==> src/rtl/coreaxitoahbl_rd_resp_pack.sv <==
// Read-response packer: gathers 32-bit AHB-Lite read data phases into 64-bit
// AXI read beats tagged with RID/RRESP/RLAST, buffered in a 2-entry FIFO that
// feeds the AXI output register stage combinationally.
module coreaxitoahbl_rd_resp_pack #(
    parameter int ID_WIDTH = 4
) (
    input  logic                ACLK,
    input  logic                ARESETN,
    input  logic                cmd_valid,
    output logic                cmd_ready,
    input  logic [ID_WIDTH-1:0] cmd_id,
    input  logic [3:0]          cmd_len,
    input  logic [2:0]          cmd_size,
    input  logic                cmd_addr2,
    input  logic                ahb_rvalid,
    input  logic [31:0]         ahb_rdata,
    input  logic                ahb_err,
    output logic                ahb_rd_ready,
    output logic                ovf_err,
    input  logic                RVALID,
    input  logic                RREADY,
    output logic                RVALIDOut,
    output logic                RLASTOut,
    output logic [63:0]         RDATAOut,
    output logic [ID_WIDTH-1:0] RIDOut,
    output logic [1:0]          RRESPOut
);

    localparam logic [1:0] ST_IDLE = 2'd0;
    localparam logic [1:0] ST_LOW  = 2'd1;
    localparam logic [1:0] ST_HIGH = 2'd2;

    // FIFO entry layout: {data[63:0], id, resp[1:0], last}
    localparam int EW = 64 + ID_WIDTH + 2 + 1;

    logic [1:0]          state_q, state_d;
    logic [ID_WIDTH-1:0] id_q, id_d;
    logic [3:0]          len_q, len_d;
    logic                size64_q, size64_d;
    logic                addr2_q, addr2_d;
    logic [3:0]          cnt_q, cnt_d;
    logic [63:0]         data_q, data_d;
    logic                err_q, err_d;
    logic                ovf_err_q, ovf_err_d;
    logic [1:0]          count_q, count_d;
    logic [EW-1:0]       fifo0_q, fifo0_d;
    logic [EW-1:0]       fifo1_q, fifo1_d;

    logic                word_ok_s;
    logic                complete_s;
    logic                last_s;
    logic [63:0]         beat_data_s;
    logic                beat_err_s;
    logic [EW-1:0]       push_entry_s;
    logic                push_s;
    logic                pop_s;
    logic                out_valid_s;
    logic [EW-1:0]       head_s;

    assign cmd_ready    = (state_q == ST_IDLE);
    assign ahb_rd_ready = (count_q != 2'd2);
    assign ovf_err      = ovf_err_q;

    // Burst sequencing: lane placement of each AHB word and beat completion.
    always_comb begin
        state_d     = state_q;
        id_d        = id_q;
        len_d       = len_q;
        size64_d    = size64_q;
        addr2_d     = addr2_q;
        cnt_d       = cnt_q;
        data_d      = data_q;
        err_d       = err_q;
        complete_s  = 1'b0;
        beat_data_s = 64'd0;
        beat_err_s  = 1'b0;
        word_ok_s   = ahb_rvalid & ahb_rd_ready;
        ovf_err_d   = ovf_err_q | (ahb_rvalid & ~ahb_rd_ready);
        case (state_q)
            ST_IDLE: begin
                if (cmd_valid) begin
                    id_d     = cmd_id;
                    len_d    = cmd_len;
                    // Anything other than a 32-bit transfer is handled as 64-bit.
                    size64_d = (cmd_size != 3'd2);
                    addr2_d  = cmd_addr2;
                    cnt_d    = 4'd0;
                    data_d   = 64'd0;
                    err_d    = 1'b0;
                    state_d  = ST_LOW;
                end else begin
                    state_d = ST_IDLE;
                end
            end
            ST_LOW: begin
                if (word_ok_s) begin
                    if (addr2_q) begin
                        complete_s  = 1'b1;
                        beat_data_s = {ahb_rdata, 32'd0};
                        beat_err_s  = ahb_err;
                    end else if (!size64_q) begin
                        complete_s  = 1'b1;
                        beat_data_s = {32'd0, ahb_rdata};
                        beat_err_s  = ahb_err;
                    end else begin
                        data_d  = {32'd0, ahb_rdata};
                        err_d   = ahb_err;
                        state_d = ST_HIGH;
                    end
                end else begin
                    state_d = ST_LOW;
                end
            end
            ST_HIGH: begin
                if (word_ok_s) begin
                    complete_s  = 1'b1;
                    beat_data_s = {ahb_rdata, data_q[31:0]};
                    beat_err_s  = err_q | ahb_err;
                end else begin
                    state_d = ST_HIGH;
                end
            end
            default: begin
                state_d = ST_IDLE;
            end
        endcase

        last_s = (cnt_q == len_q);
        if (complete_s) begin
            data_d  = 64'd0;
            err_d   = 1'b0;
            // 32-bit beats alternate lanes; 64-bit beats realign to lane 0.
            addr2_d = size64_q ? 1'b0 : ~addr2_q;
            if (last_s) begin
                state_d = ST_IDLE;
            end else begin
                cnt_d   = cnt_q + 4'd1;
                state_d = ST_LOW;
            end
        end else begin
            addr2_d = addr2_d;
        end
        push_s       = complete_s;
        push_entry_s = {beat_data_s, id_q, (beat_err_s ? 2'b10 : 2'b00), last_s};
    end

    // FIFO bookkeeping: entry 0 is the head; a pop shifts entry 1 down.
    always_comb begin
        pop_s   = RVALID & RREADY & (count_q != 2'd0);
        count_d = count_q + {1'b0, push_s} - {1'b0, pop_s};
        fifo0_d = fifo0_q;
        fifo1_d = fifo1_q;
        case ({push_s, pop_s})
            2'b10: begin
                if (count_q == 2'd0) begin
                    fifo0_d = push_entry_s;
                end else begin
                    fifo1_d = push_entry_s;
                end
            end
            2'b01: begin
                fifo0_d = fifo1_q;
                fifo1_d = {EW{1'b0}};
            end
            2'b11: begin
                // Push needs a free slot, so a simultaneous pop leaves one entry.
                fifo0_d = push_entry_s;
                fifo1_d = {EW{1'b0}};
            end
            default: begin
                fifo0_d = fifo0_q;
                fifo1_d = fifo1_q;
            end
        endcase
    end

    // Next-cycle AXI R channel: the entry that will be at the head after this pop.
    always_comb begin
        head_s      = pop_s ? fifo1_q : fifo0_q;
        out_valid_s = ((count_q - {1'b0, pop_s}) != 2'd0);
        if (out_valid_s) begin
            RVALIDOut = 1'b1;
            RDATAOut  = head_s[EW-1 -: 64];
            RIDOut    = head_s[ID_WIDTH+2 : 3];
            RRESPOut  = head_s[2:1];
            RLASTOut  = head_s[0];
        end else begin
            RVALIDOut = 1'b0;
            RDATAOut  = 64'd0;
            RIDOut    = {ID_WIDTH{1'b0}};
            RRESPOut  = 2'b00;
            RLASTOut  = 1'b0;
        end
    end

    // State and FIFO registers; reset drops any burst in flight and all beats.
    always_ff @(posedge ACLK or negedge ARESETN) begin
        if (!ARESETN) begin
            state_q   <= ST_IDLE;
            id_q      <= {ID_WIDTH{1'b0}};
            len_q     <= 4'd0;
            size64_q  <= 1'b0;
            addr2_q   <= 1'b0;
            cnt_q     <= 4'd0;
            data_q    <= 64'd0;
            err_q     <= 1'b0;
            ovf_err_q <= 1'b0;
            count_q   <= 2'd0;
            fifo0_q   <= {EW{1'b0}};
            fifo1_q   <= {EW{1'b0}};
        end else begin
            state_q   <= state_d;
            id_q      <= id_d;
            len_q     <= len_d;
            size64_q  <= size64_d;
            addr2_q   <= addr2_d;
            cnt_q     <= cnt_d;
            data_q    <= data_d;
            err_q     <= err_d;
            ovf_err_q <= ovf_err_d;
            count_q   <= count_d;
            fifo0_q   <= fifo0_d;
            fifo1_q   <= fifo1_d;
        end
    end

endmodule
==> config.mk <==
export PLATFORM = sky130hd
export DESIGN_NAME = coreaxitoahbl_rd_resp_pack
export DESIGN_NICKNAME = d
export VERILOG_FILES = /design/src/rtl/coreaxitoahbl_rd_resp_pack.sv
export SDC_FILE = /design/constraint.sdc
export NUM_CORES = 1
export LEC_CHECK = 0
export ABC_CLOCK_PERIOD_IN_PS = 6350
export CAP_MARGIN = 20
export CORE_MARGIN = 10
export CORE_UTILIZATION = 30
export DETAILED_ROUTE_END_ITERATION = 6
export MAX_ROUTING_LAYER = met4
export PLACE_DENSITY = 0.59
export SETUP_SLACK_MARGIN = 0.2
export SKIP_CTS_REPAIR_TIMING = 1
export SYNTH_ARGS = -nofsm -noshare
export SYNTH_HDL_FRONTEND = slang
export SYNTH_SLANG_ARGS = --single-unit
==> constraint.sdc <==
create_clock -name ACLK -period 6.35 [get_ports ACLK]
set_input_delay 0.9525 -clock ACLK [delete_from_list [all_inputs] [get_ports ACLK]]
set_output_delay 0.9525 -clock ACLK [all_outputs]
set_load 0.02 [all_outputs]
Word-level counts from Yosys, hierarchy flattened --
Cells that the tools add are included.
Storage, ports and cells: bits in registers 194
Cells by class: $add $sub $neg 4, equal/unequal tests 17, muxes and demuxes 54, bitwise logic cells 8, reductions and logical operators 16
Operator list (number):
- $mux W64 | 4
- $mux W71 | 3
- $pmux W71 S3 | 1
- $mux W32 | 6
- $pmux W71 S2 | 1
- $pmux W64 S2 | 1
- $pmux W32 S2 | 1
- $mux W1 | 21
- $mux W4 | 5
- $mux W2 | 7
- $ne A3 B3 Y1 const B | 4
- $reduce_bool A2 Y1 | 5
- $ne A4 B4 Y1 const B | 2
- $reduce_and A2 Y1 | 4
- $eq A2 B2 Y1 const B | 3
- $ne A2 B2 Y1 const B | 3
- $ne A3 B2 Y1 const B | 2
- $pmux W1 S2 | 3
- $pmux W2 S3 | 1
- $reduce_bool A3 Y1 | 2
- $reduce_and A5 Y1 | 1
- $add A4 B1 Y4 const B | 1
- $and A1 B1 Y1 | 4
- $eq A2 B1 Y1 const B | 2
- other kinds (8) | 12

Logic depth before layout (Yosys ltp) --
depth after elaboration 8, gate-level depth with buffers 12, depth with buffers taken out 9

Least setup slack after synthesis --
Ideal clock, no wire load.
path kind input to output, start input RVALID, end output RDATAOut[53], data arrival time 2.127 ns, path slack 3.271 ns, stages on the path 5, path buffers 2, cells stage by stage nand2_1 -> buf_2 -> buf_2 -> mux2_2 -> a22o_1
Between the ends: cells in the longest elaborated chain, start to end 5, elaborated cells on any way between the ends 6, classes of those cells add/sub (1); mux (2); bitwise (2); reduce/logical (1)
Ends and longest elaborated chain:
- from (decl) | line 20 | input logic RVALID,
- $and A1 B1 Y1 (*) (2 in a row) | line 149 | pop_s = RVALID & RREADY & (count_q != 2'd0);
- $sub A2 B1 Y2 | line 180 | out_valid_s = ((count_q - {1'b0, pop_s}) != 2'd0);
- $reduce_bool A2 Y1 | line 180
- $mux W64 (*) | line 181 | if (out_valid_s) begin
- to (decl) | line 24 | output logic [63:0] RDATAOut,
Mark *: on every way between the ends. The rest lies on a longest branch, timed or not.

Worst setup path after layout --
start input RVALID, end output RDATAOut[45]
The elaborated chain is that of the path after synthesis.

==> qor.txt <==
outcome: completed
Net Count, Synth: 984
Pwr Density: 494 nW/µm²
grt ovf: 0
core area: 33800 µm²
crit path kind: input port to output port
Seq pwr share: 0.326
slowest stage delay, CP: 640 ps
Worst Setup Start Kind: input port
1st-iter DRT viols: 493
Post-synth EDFFs: 0
Leak Pwr: 5.04 nW
Slew @ Worst Pin: 1150 ps
placer congestion estimate: 0.773
area leader, netlist: dfrtp_1
Fillers: 3341
Setup Viol. Count Final: 0
vias in the first global route: 7925
die footprint: 42300 µm²
Root Driver: clkbuf_16
total number of vias: 7765
maximum clock path buffer count: 2
# diodes: 0
GR met1 Demand/Resource: 0.204
DRC Markers: 0
Fmax: 216 MHz
Crit. End Element: output port
Main synth FF type: dfrtp_1
post-detail-place hpwl: 18.4 mm
met2 usage: 0.240
data required time of the critical path: 5400 ps
Int Power: 3.51 mW
pre-CTS setup slack: 1680 ps
CP delay by family, top: buffers and inverters
Critical path buffers and inverters: 3
switch share: 0.430
Yosys cell types: 45
clk_lat worst skew: 450 ps
Syn Area/Cell: 11.2 µm²
Sink Count: 192
CTS buffer count: 17
I/O pins: 126
CP most frequent cell: clkdlybuf4s50_1
Port Buffers: 124
FFs w/ async S/R, synth: 1.00
antenna viol nets, final: 0
CTS tree: yes
Hold Path Class: input port to async pin
Psw: 2.65 mW
FF+latch count, synth: 192
top cells by area, synth: dfrtp_1, a22o_1, mux2_2, a21oi_2, a22oi_1
Max Slew Vio Count: 0
Worst slew margin: 0.229
synthesized cell area: 10300 µm²
GRT Overall Usage: 0.154
CP Max Fanout: 44
Post-Route WL: 31.3 mm
Die Wd: 206 µm
non-filler cells, final: 1458
largest net degree at the start of global routing: 78
Setup TNS: 0 ps
dpl cells: 1425
clock transition at the registers of the reported paths: 70 ps
Power Total: 6.17 mW
wire per inst: 21.5 µm
clock skew: 14.6 ps
Post-Synthesis Cells: 925
first-pass GRT wire length: 49.2 mm
Synth Warn #: 0
worst-path cell chain: clkdlybuf4s50_1 > nand2_4 > buf_4 > mux2_2 > a22o_1 > clkdlybuf4s50_1
Die Y: 206 µm
vias per cell: 5.33
row count: 67
Crit-path slowest cell: buf_4
Seq/Total Area, Yosys: 0.465
period utilization: 0.729
VDD IR max: 0.000221 V
max_cap viols: 0
worst endpoint data arrival time: 3670 ps
post-synth top area share: 0.465
met3 Use GR: 0.0288
RSZ-0062 raised after global routing: false
Final Hold Fails: 0
logic gate share of total power: 0.505
Worst Setup Slack, final: 1720 ps
htree depth: 4
initial antenna violation count: 0
count leader, synth: dfrtp_1
Top Usage Layer GRT: met2
Initial Utilization: 0.306
share of cells above drive strength 1: 0.245
clock power share: 0.169
Area Growth Syn to Fin: 20.7%
DR pass1 iterations: 5
most frequent cells after synthesis: dfrtp_1, a22o_1, mux2_2, nand2_1, a21oi_2
setup slack, reg-to-reg: 2390 ps
nets@finish: 1056
fin crit period: 4630 ps
-- flip-flops by register name (all words and copies together) (netlist names) --
| register | count |
|---|---|
| id_q | 4 |
| err_q | 1 |
| addr2_q | 1 |
| fifo0_q | 70 |
| ovf_err | 1 |
| count_q | 2 |
| data_q | 32 |
| state_q | 2 |
| size64_q | 1 |
| cnt_q | 4 |
| fifo1_q | 70 |
| len_q | 4 |
-- metal layers --
metal  share of wire  up-vias
li1                -     3583
met1            0.48     3979
met2            0.47      184
met3           0.042       19
met4          0.0099        0
met5               0        -
-- final cells by class --
| type | instances | area (µm²) | area share |
|---|---|---|---|
| Multi-Input combinational cell | 639 | 5150 | 0.413 |
| Sequential cell | 192 | 4810 | 0.385 |
| Clock inverter | 12 | 98.8 | 0.00792 |
| Tap cell | 448 | 561 | 0.0449 |
| Timing Repair Buffer | 139 | 1390 | 0.111 |
| Clock buffer | 20 | 437 | 0.0350 |
| Inverter | 8 | 30.0 | 0.00241 |
-- power groups by stage --
stage                     Clock (mW)  Sequential, mW  Combinational (mW)
final                           1.04            2.01                3.11
after global routing            1.12            2.07                3.37
after CTS                       1.07            2.01                3.16
after detailed placement           0            2.04                3.14
after global placement             0            2.02                3.12
after floorplan                    0            1.86                2.12
-- cell families after synthesis --
logic type	Yosys count	synth area share
AOI/OAI and AO/OA	332	0.267
xor gates and xnor gates	7	0.00593
adders and majority gates	8	0.00968
buffers and inverters	94	0.0458
DFF	192	0.465
muxes	121	0.127
other	1	0.000363
and+or+nand+nor	170	0.0796
-- worst register-to-register path, delay by kind of cell, from the launching register on --
family / cells / cell delay, ps
compound gates: 3 / 700
fa+ha+maj: 2 / 1260
buf+inv: 2 / 210
flops: 1 / 430
simple gates: 2 / 1300
-- layout by cell type, fill, tap and decap left out, types with 2 or more instances in the layout --
cell | synthesis | layout
a22o_1 | 172 | 172
nor2_2 | 32 | 31
ha_1 | 8 | 6
inv_1 | 6 | 6
o21ai_0 | 5 | 5
clkinvlp_4 | 0 | 2
nor3_4 | 1 | 3
dfrtp_1 | 192 | 191
xnor2_1 | 3 | 3
a211oi_1 | 2 | 2
clkdlybuf4s50_1 | 0 | 123
xor2_1 | 4 | 4
mux2i_1 | 42 | 42
nand2_1 | 76 | 75
a22oi_1 | 64 | 64
mux2_2 | 79 | 79
buf_4 | 5 | 13
clkbuf_16 | 0 | 17
a21oi_1 | 7 | 7
o21ai_1 | 4 | 4
a21oi_2 | 71 | 70
nand2b_1 | 2 | 2
nor2_1 | 42 | 42
inv_6 | 0 | 7
and2_1 | 3 | 2
clkbuf_1 | 50 | 3
clkinv_4 | 0 | 2
a21o_1 | 2 | 2
inv_2 | 2 | 2
-- worst paths after layout --
path / start / to / depth (start not counted)
worst max-delay path: RVALID / RDATAOut[45] / 6
min in group ACLK: ovf_err / ovf_err / 1
worst max register to register: state_q[0] / fifo0_q[30] / 9
worst min register to register: ovf_err / ovf_err / 1
worst min-delay path: ARESETN / ovf_err / 1
max in group asynchronous: ARESETN / count_q[1] / 2
-- metrics by stage --
stage | hold slack, ps | utilization | cell area [µm²]
6_report | 482 | 0.369 | 12500
5_1_grt | 511 | 0.369 | 12500
4_1_cts | 489 | 0.368 | 12400
3_5_place_dp | 493 | 0.353 | 11900
3_3_place_gp | 461 | 0.353 | 11900
2_1_floorplan | 482 | - | 10300
(Power assumes the default switching activity.)
